File: src/rtl/aes_seq_pkg.sv
// Shared types for the AES request sequencer: FSM states, result status codes
// and the AES block width.
package aes_seq_pkg;

    localparam int AES_BLOCK_W = 128;

    typedef enum logic [2:0] {
        S_IDLE   = 3'd0,
        S_LAUNCH = 3'd1,
        S_WAIT   = 3'd2,
        S_RETRY  = 3'd3,
        S_RESP   = 3'd4
    } seq_state_t;

    typedef enum logic [1:0] {
        ST_OK       = 2'b00,
        ST_RETRY_OK = 2'b01,
        ST_FAULT    = 2'b10,
        ST_TIMEOUT  = 2'b11
    } seq_status_t;

endpackage

File: src/rtl/aes_req_sequencer.sv
// Request/response front-end for the hardened AES-128 core. Takes one
// key/plaintext request at a time, pulses the core, retries a bounded number
// of times on a fault alert, aborts on timeout, and returns ciphertext plus a
// status code. All secret-bearing registers are cleared after each result
// handshake.
module aes_req_sequencer
    import aes_seq_pkg::*;
#(
    parameter int MAX_RETRY      = 1,
    parameter int TIMEOUT_CYCLES = 256,
    parameter int ERRW           = 16
) (
    input  logic                   clk,
    input  logic                   rst,
    input  logic                   in_valid,
    output logic                   in_ready,
    input  logic [AES_BLOCK_W-1:0] in_key,
    input  logic [AES_BLOCK_W-1:0] in_plain,
    output logic                   core_start,
    output logic [AES_BLOCK_W-1:0] core_key,
    output logic [AES_BLOCK_W-1:0] core_plain,
    input  logic [AES_BLOCK_W-1:0] core_ciphertext,
    input  logic                   core_valid,
    input  logic                   core_busy,
    input  logic                   core_fault,
    output logic                   out_valid,
    input  logic                   out_ready,
    output logic [AES_BLOCK_W-1:0] out_data,
    output logic [1:0]             out_status,
    output logic [ERRW-1:0]        err_count
);

    // Counter widths; a zero retry budget still needs a 1-bit counter.
    localparam int RW = (MAX_RETRY > 0) ? $clog2(MAX_RETRY + 1) : 1;
    localparam int TW = $clog2(TIMEOUT_CYCLES);
    localparam logic [RW-1:0] RETRY_LIMIT = RW'(MAX_RETRY);
    localparam logic [TW-1:0] TIMER_LAST  = TW'(TIMEOUT_CYCLES - 1);

    seq_state_t             state, state_nxt;
    logic [AES_BLOCK_W-1:0] key_r, plain_r, data_r;
    seq_status_t            status_r;
    logic [ERRW-1:0]        err_r;
    logic [RW-1:0]          retry_cnt;
    logic [TW-1:0]          timer;

    // Control strobes from the FSM to the datapath.
    logic                   capture, retry_inc, timer_clr, timer_inc;
    logic                   load_res, rsp_done;
    logic [AES_BLOCK_W-1:0] res_data;
    seq_status_t            res_status;

    // Error counter sticks at all-ones instead of wrapping.
    function automatic logic [ERRW-1:0] sat_inc(input logic [ERRW-1:0] v);
        return (&v) ? v : v + ERRW'(1);
    endfunction

    assign core_key   = key_r;
    assign core_plain = plain_r;
    assign out_data   = data_r;
    assign out_status = status_r;
    assign err_count  = err_r;

    // State register.
    always_ff @(posedge clk) begin
        if (rst) state <= S_IDLE;
        else     state <= state_nxt;
    end

    // Next-state logic, Moore handshake outputs and datapath strobes.
    always_comb begin
        state_nxt  = state;
        in_ready   = 1'b0;
        out_valid  = 1'b0;
        core_start = 1'b0;
        capture    = 1'b0;
        retry_inc  = 1'b0;
        timer_clr  = 1'b0;
        timer_inc  = 1'b0;
        load_res   = 1'b0;
        rsp_done   = 1'b0;
        res_data   = '0;
        res_status = ST_OK;
        case (state)
            S_IDLE: begin
                in_ready = 1'b1;
                if (in_valid) begin
                    capture   = 1'b1;
                    state_nxt = S_LAUNCH;
                end
            end
            S_LAUNCH: begin
                if (!core_busy) begin
                    core_start = 1'b1;
                    timer_clr  = 1'b1;
                    state_nxt  = S_WAIT;
                end
            end
            S_WAIT: begin
                // A fault alert overrides a same-cycle result: the data may be
                // the product of a corrupted computation.
                if (core_fault) begin
                    if (retry_cnt < RETRY_LIMIT) begin
                        retry_inc = 1'b1;
                        state_nxt = S_RETRY;
                    end else begin
                        load_res   = 1'b1;
                        res_status = ST_FAULT;
                        state_nxt  = S_RESP;
                    end
                end else if (core_valid) begin
                    load_res   = 1'b1;
                    res_data   = core_ciphertext;
                    res_status = (retry_cnt == '0) ? ST_OK : ST_RETRY_OK;
                    state_nxt  = S_RESP;
                end else if (timer == TIMER_LAST) begin
                    load_res   = 1'b1;
                    res_status = ST_TIMEOUT;
                    state_nxt  = S_RESP;
                end else begin
                    timer_inc = 1'b1;
                end
            end
            S_RETRY: begin
                // One quiet cycle so the core can drop its alert.
                state_nxt = S_LAUNCH;
            end
            S_RESP: begin
                out_valid = 1'b1;
                if (out_ready) begin
                    rsp_done  = 1'b1;
                    state_nxt = S_IDLE;
                end
            end
            default: state_nxt = S_IDLE;
        endcase
    end

    // Request/result registers, counters and zeroization.
    always_ff @(posedge clk) begin
        if (rst) begin
            key_r     <= '0;
            plain_r   <= '0;
            data_r    <= '0;
            status_r  <= ST_OK;
            err_r     <= '0;
            retry_cnt <= '0;
            timer     <= '0;
        end else begin
            if (capture) begin
                key_r     <= in_key;
                plain_r   <= in_plain;
                retry_cnt <= '0;
            end
            if (retry_inc) retry_cnt <= retry_cnt + RW'(1);
            if (timer_clr)      timer <= '0;
            else if (timer_inc) timer <= timer + TW'(1);
            if (load_res) begin
                data_r   <= res_data;
                status_r <= res_status;
            end
            if (rsp_done) begin
                data_r  <= '0;
                key_r   <= '0;
                plain_r <= '0;
                if (status_r == ST_FAULT || status_r == ST_TIMEOUT)
                    err_r <= sat_inc(err_r);
            end
        end
    end

endmodule

File: config.mk
export PLATFORM = sky130hd
export DESIGN_NAME = aes_req_sequencer
export DESIGN_NICKNAME = d
export VERILOG_FILES = /design/src/rtl/aes_seq_pkg.sv /design/src/rtl/aes_req_sequencer.sv
export SDC_FILE = /design/constraint.sdc
export NUM_CORES = 1
export LEC_CHECK = 0
export ABC_AREA = 1
export CORE_AREA = 3 3 306 308
export CTS_CLUSTER_SIZE = 14
export DETAILED_ROUTE_END_ITERATION = 10
export DIE_AREA = 0 0 309 311
export GPL_ROUTABILITY_DRIVEN = 0
export GPL_TIMING_DRIVEN = 0
export MAX_ROUTING_LAYER = met4
export PLACE_DENSITY = 0.48
export SYNTH_ARGS = -nofsm -noshare
export SYNTH_HDL_FRONTEND = slang
export SYNTH_SLANG_ARGS = --single-unit
File: constraint.sdc
create_clock -name clk -period 2 [get_ports clk]
set_input_delay 0.2 -clock clk [delete_from_list [all_inputs] [get_ports clk]]
set_output_delay 0.2 -clock clk [all_outputs]
set_load 0.02 [all_outputs]
==> flow_summary_export.csv <==
group,metric,value,unit
status,status,"completed",
grt,grt_max_degree,15,
route,via_count,17100,
route,viasPerCell,4.18,
place,placed_area,0.0249,mm2
yosys,synth_nets,2383,
worst_setup_path,slowest_stage,"clkdlybuf4s50_1",
worst_setup_path,crit_type,"reg2out",
die,die-width,309,um
timing,min_period,1920,ps
die,initial_core_util,16.9,%
run,cap_violations,0,
route,wl_per_cell,20.6,um
route,ant_nets,0,
route,drc,0,
die,num_rows,111,
grt,grt_antenna_before_repair,18,
clock_network,cts.clk_slew.worst_paths,60,ps
clock_network,numCtsBuffers,53,
cells_and_area,syn_to_final_growth,74.1,%
route,dr.pass1.iters,5,
grt,grt_usage,17.1,%
place,io_buffer_count,793,
min_path,hold_depth,3,
worst_setup_path,slowest_delay,660,ps
worst_setup_path,critPathTopFamily,"buffers and inverters",
power_and_ir_drop,leakage,9.53,nW
min_path,min-delay-start,"in_key[47]",
clock_network,htreeDepth,2,
worst_setup_path,reg2reg_from,"state[1]",
die,die-area,0.0961,mm2
worst_setup_path,cp-end-kind,"output pin",
route,finalWirelength,84000,um
clock_network,clkSinkCount,414,
yosys,synth_cells,1990,
place,place_ws,-726,ps
die,pin_count,796,
power_and_ir_drop,power,31.0,mW
cells_and_area,final_cell_mix,"clkdlybuf4s50_1 (771), nand2_1 (477), dfxtp_1 (411), nand3_1 (404), a21oi_1 (399)",
yosys,ys_ff_latch,414,
cells_and_area,nNetsFinal,3241,
power_and_ir_drop,powerDensity,1150,mW/mm2
cells_and_area,stdcell_area,0.0269,mm2
timing,finalClockSkew,8.76,ps
timing,slew_viol_final,0,
timing,slew_headroom,47.7,%
clock_network,cts_tree,"done",
worst_setup_path,path_depth,1,
yosys,netlist_area,0.0154,mm2
grt,grt_pass1_wl,118000,um
yosys,yosysUniqueCellTypes,28,
place,dp_hpwl,66800,um
timing,rsz0062_at_grt,"no",
timing,hold_viol_final,0,
power_and_ir_drop,ir_drop,0.000635,V
place,placed_cells,3969,
grt,grt_overflow,0,
route,drt_iter0_drc,1016,
yosys,synth_seq_area_share,53.7,%
worst_setup_path,cp_max_fo,6,
min_path,hp-class,"in2reg",
die,core,0.0914,mm2
cells_and_area,layout_commonest_cell,"clkdlybuf4s50_1",
worst_setup_path,critPathArrivalTime,1720,ps
clock_network,cts_root_buf,"clkbuf_16",
worst_setup_path,path_buf_inv,1,
worst_setup_path,required,1800,ps
worst_setup_path,crit_start,"err_count[4]",
die,die_y,311,um
worst_setup_path,r2r_cells,7,
clock_network,cts_buffer_depth,3,
timing,fin_ws,79.9,ps
timing,worst_pin_slew,784,ps
cells_and_area,instances_no_fill,4086,
timing,fin_crit_sh,96.0,%
timing,setup_viol,0,
yosys,yosys_warnings,0,
yosys,syn_avg_cell_area,7.76,um2
worst_setup_path,crit_chain,"clkdlybuf4s50_1",
cells_and_area,layout-drive-gt1-share,7.55,%
timing,fmax,521,MHz
grt,grt_pass1_vias,16900,
worst_setup_path,cp-start-kind,"flop",
clock_network,clk-insertion-delay-late,610,ps
layer usage:
metal	GRT usage (%)	vias to the layer above	share of wire, %
met5	-	-	0
met4	5.50	0	2.8
met3	5.59	106	8.8
met2	29.2	640	49
met1	18.6	7894	39
li1	-	8445	-
power breakdown:
part,internal [mW],switching [mW]
combinational,4.51,6.75
sequential,9.53,0.763
clock,5.56,3.86
total,19.6,11.4
cell type report:
type | instances | area (um2)
fillers | 9945 | 64500
flip-flops and latches | 414 | 8290
repair buffers | 803 | 8040
multi-input cells | 1366 | 6280
clock buffers | 84 | 1550
well taps | 1186 | 1480
plain buffers | 174 | 926
clock inverters | 10 | 138
inverters | 36 | 135
diodes | 13 | 32.5
cell usage after synthesis:
cell type    n  area share (%)
nand2_1    479              12
dfxtp_1    414              54
nand3_1    404              13
a21oi_1    399              13
clkbuf_1   102             2.5
buf_2       56             1.8
nor2_1      53             1.3
inv_1       34            0.83
buf_4       10            0.49
buf_1        5            0.12
nand4_1      5            0.20
nor3_1       5            0.16
xor2_1       3            0.17
clkinv_1     2           0.049
ha_1         2            0.16
nand3b_1     2           0.097
o21ai_0      2           0.065
o21ai_1      2           0.065
xnor2_1      2            0.11
a21boi_0     1           0.049
clkbuf_2     1           0.032
nand2_2      1           0.041
nand3_2      1           0.065
nor2_4       1           0.073
nor3_4       1            0.11
o211ai_1     1           0.049
o21ai_2      1           0.057
or2_0        1           0.041
flip-flops by register name (all words and copies together), names as in the netlist:
name        count
state           3
core_key      128
retry_cnt       1
timer           8
err_count      16
out_status      2
core_plain    128
out_data      128
stage by stage:
stage               hold WS [ps]  setup TNS [ps]  util, %
global route                 125               0     29.4
finish                       160               0     29.4
detailed placement           451         -168040     27.2
global placement             448         -169740     27.2
floorplan                    365               0        -
CTS                         97.0          -0.236     29.2
logic make-up (layout without fill, tap and decap cells):
kind of cell | after synthesis | count (layout) | synth area share, %
buffers and inverters | 210 | 1107 | 5.81
adder cells (fa/ha/maj) | 2 | 2 | 0.162
AO/OA/AOI/OAI | 406 | 406 | 13.2
other | 0 | 13 | 0
flip-flops | 414 | 414 | 53.7
XOR/XNOR | 5 | 5 | 0.284
AND/OR/NAND/NOR | 953 | 953 | 26.8
what timing repair did:
item / 4_1_cts / 5_1_grt
gates cloned: 0 / 1
setup buffers: 6 / 2
hold endpoints to repair: 6 / 0
pin swaps: 2 / 3
resized for setup: 84 / 55
hold buffers: 1 / 0
endpoints found under the setup margin: 376 / 259
path summary, 6_finish.rpt:
| check | end | slack (ps) |
|---|---|---|
| setup / recovery | err_count[4] | 80 |
| hold / removal | core_key[47] | 160 |
| setup reg to reg | core_plain[95] | 90 |
| hold reg to reg | out_data[79] | 460 |
Note: power is estimated with default switching activity, not from simulation.
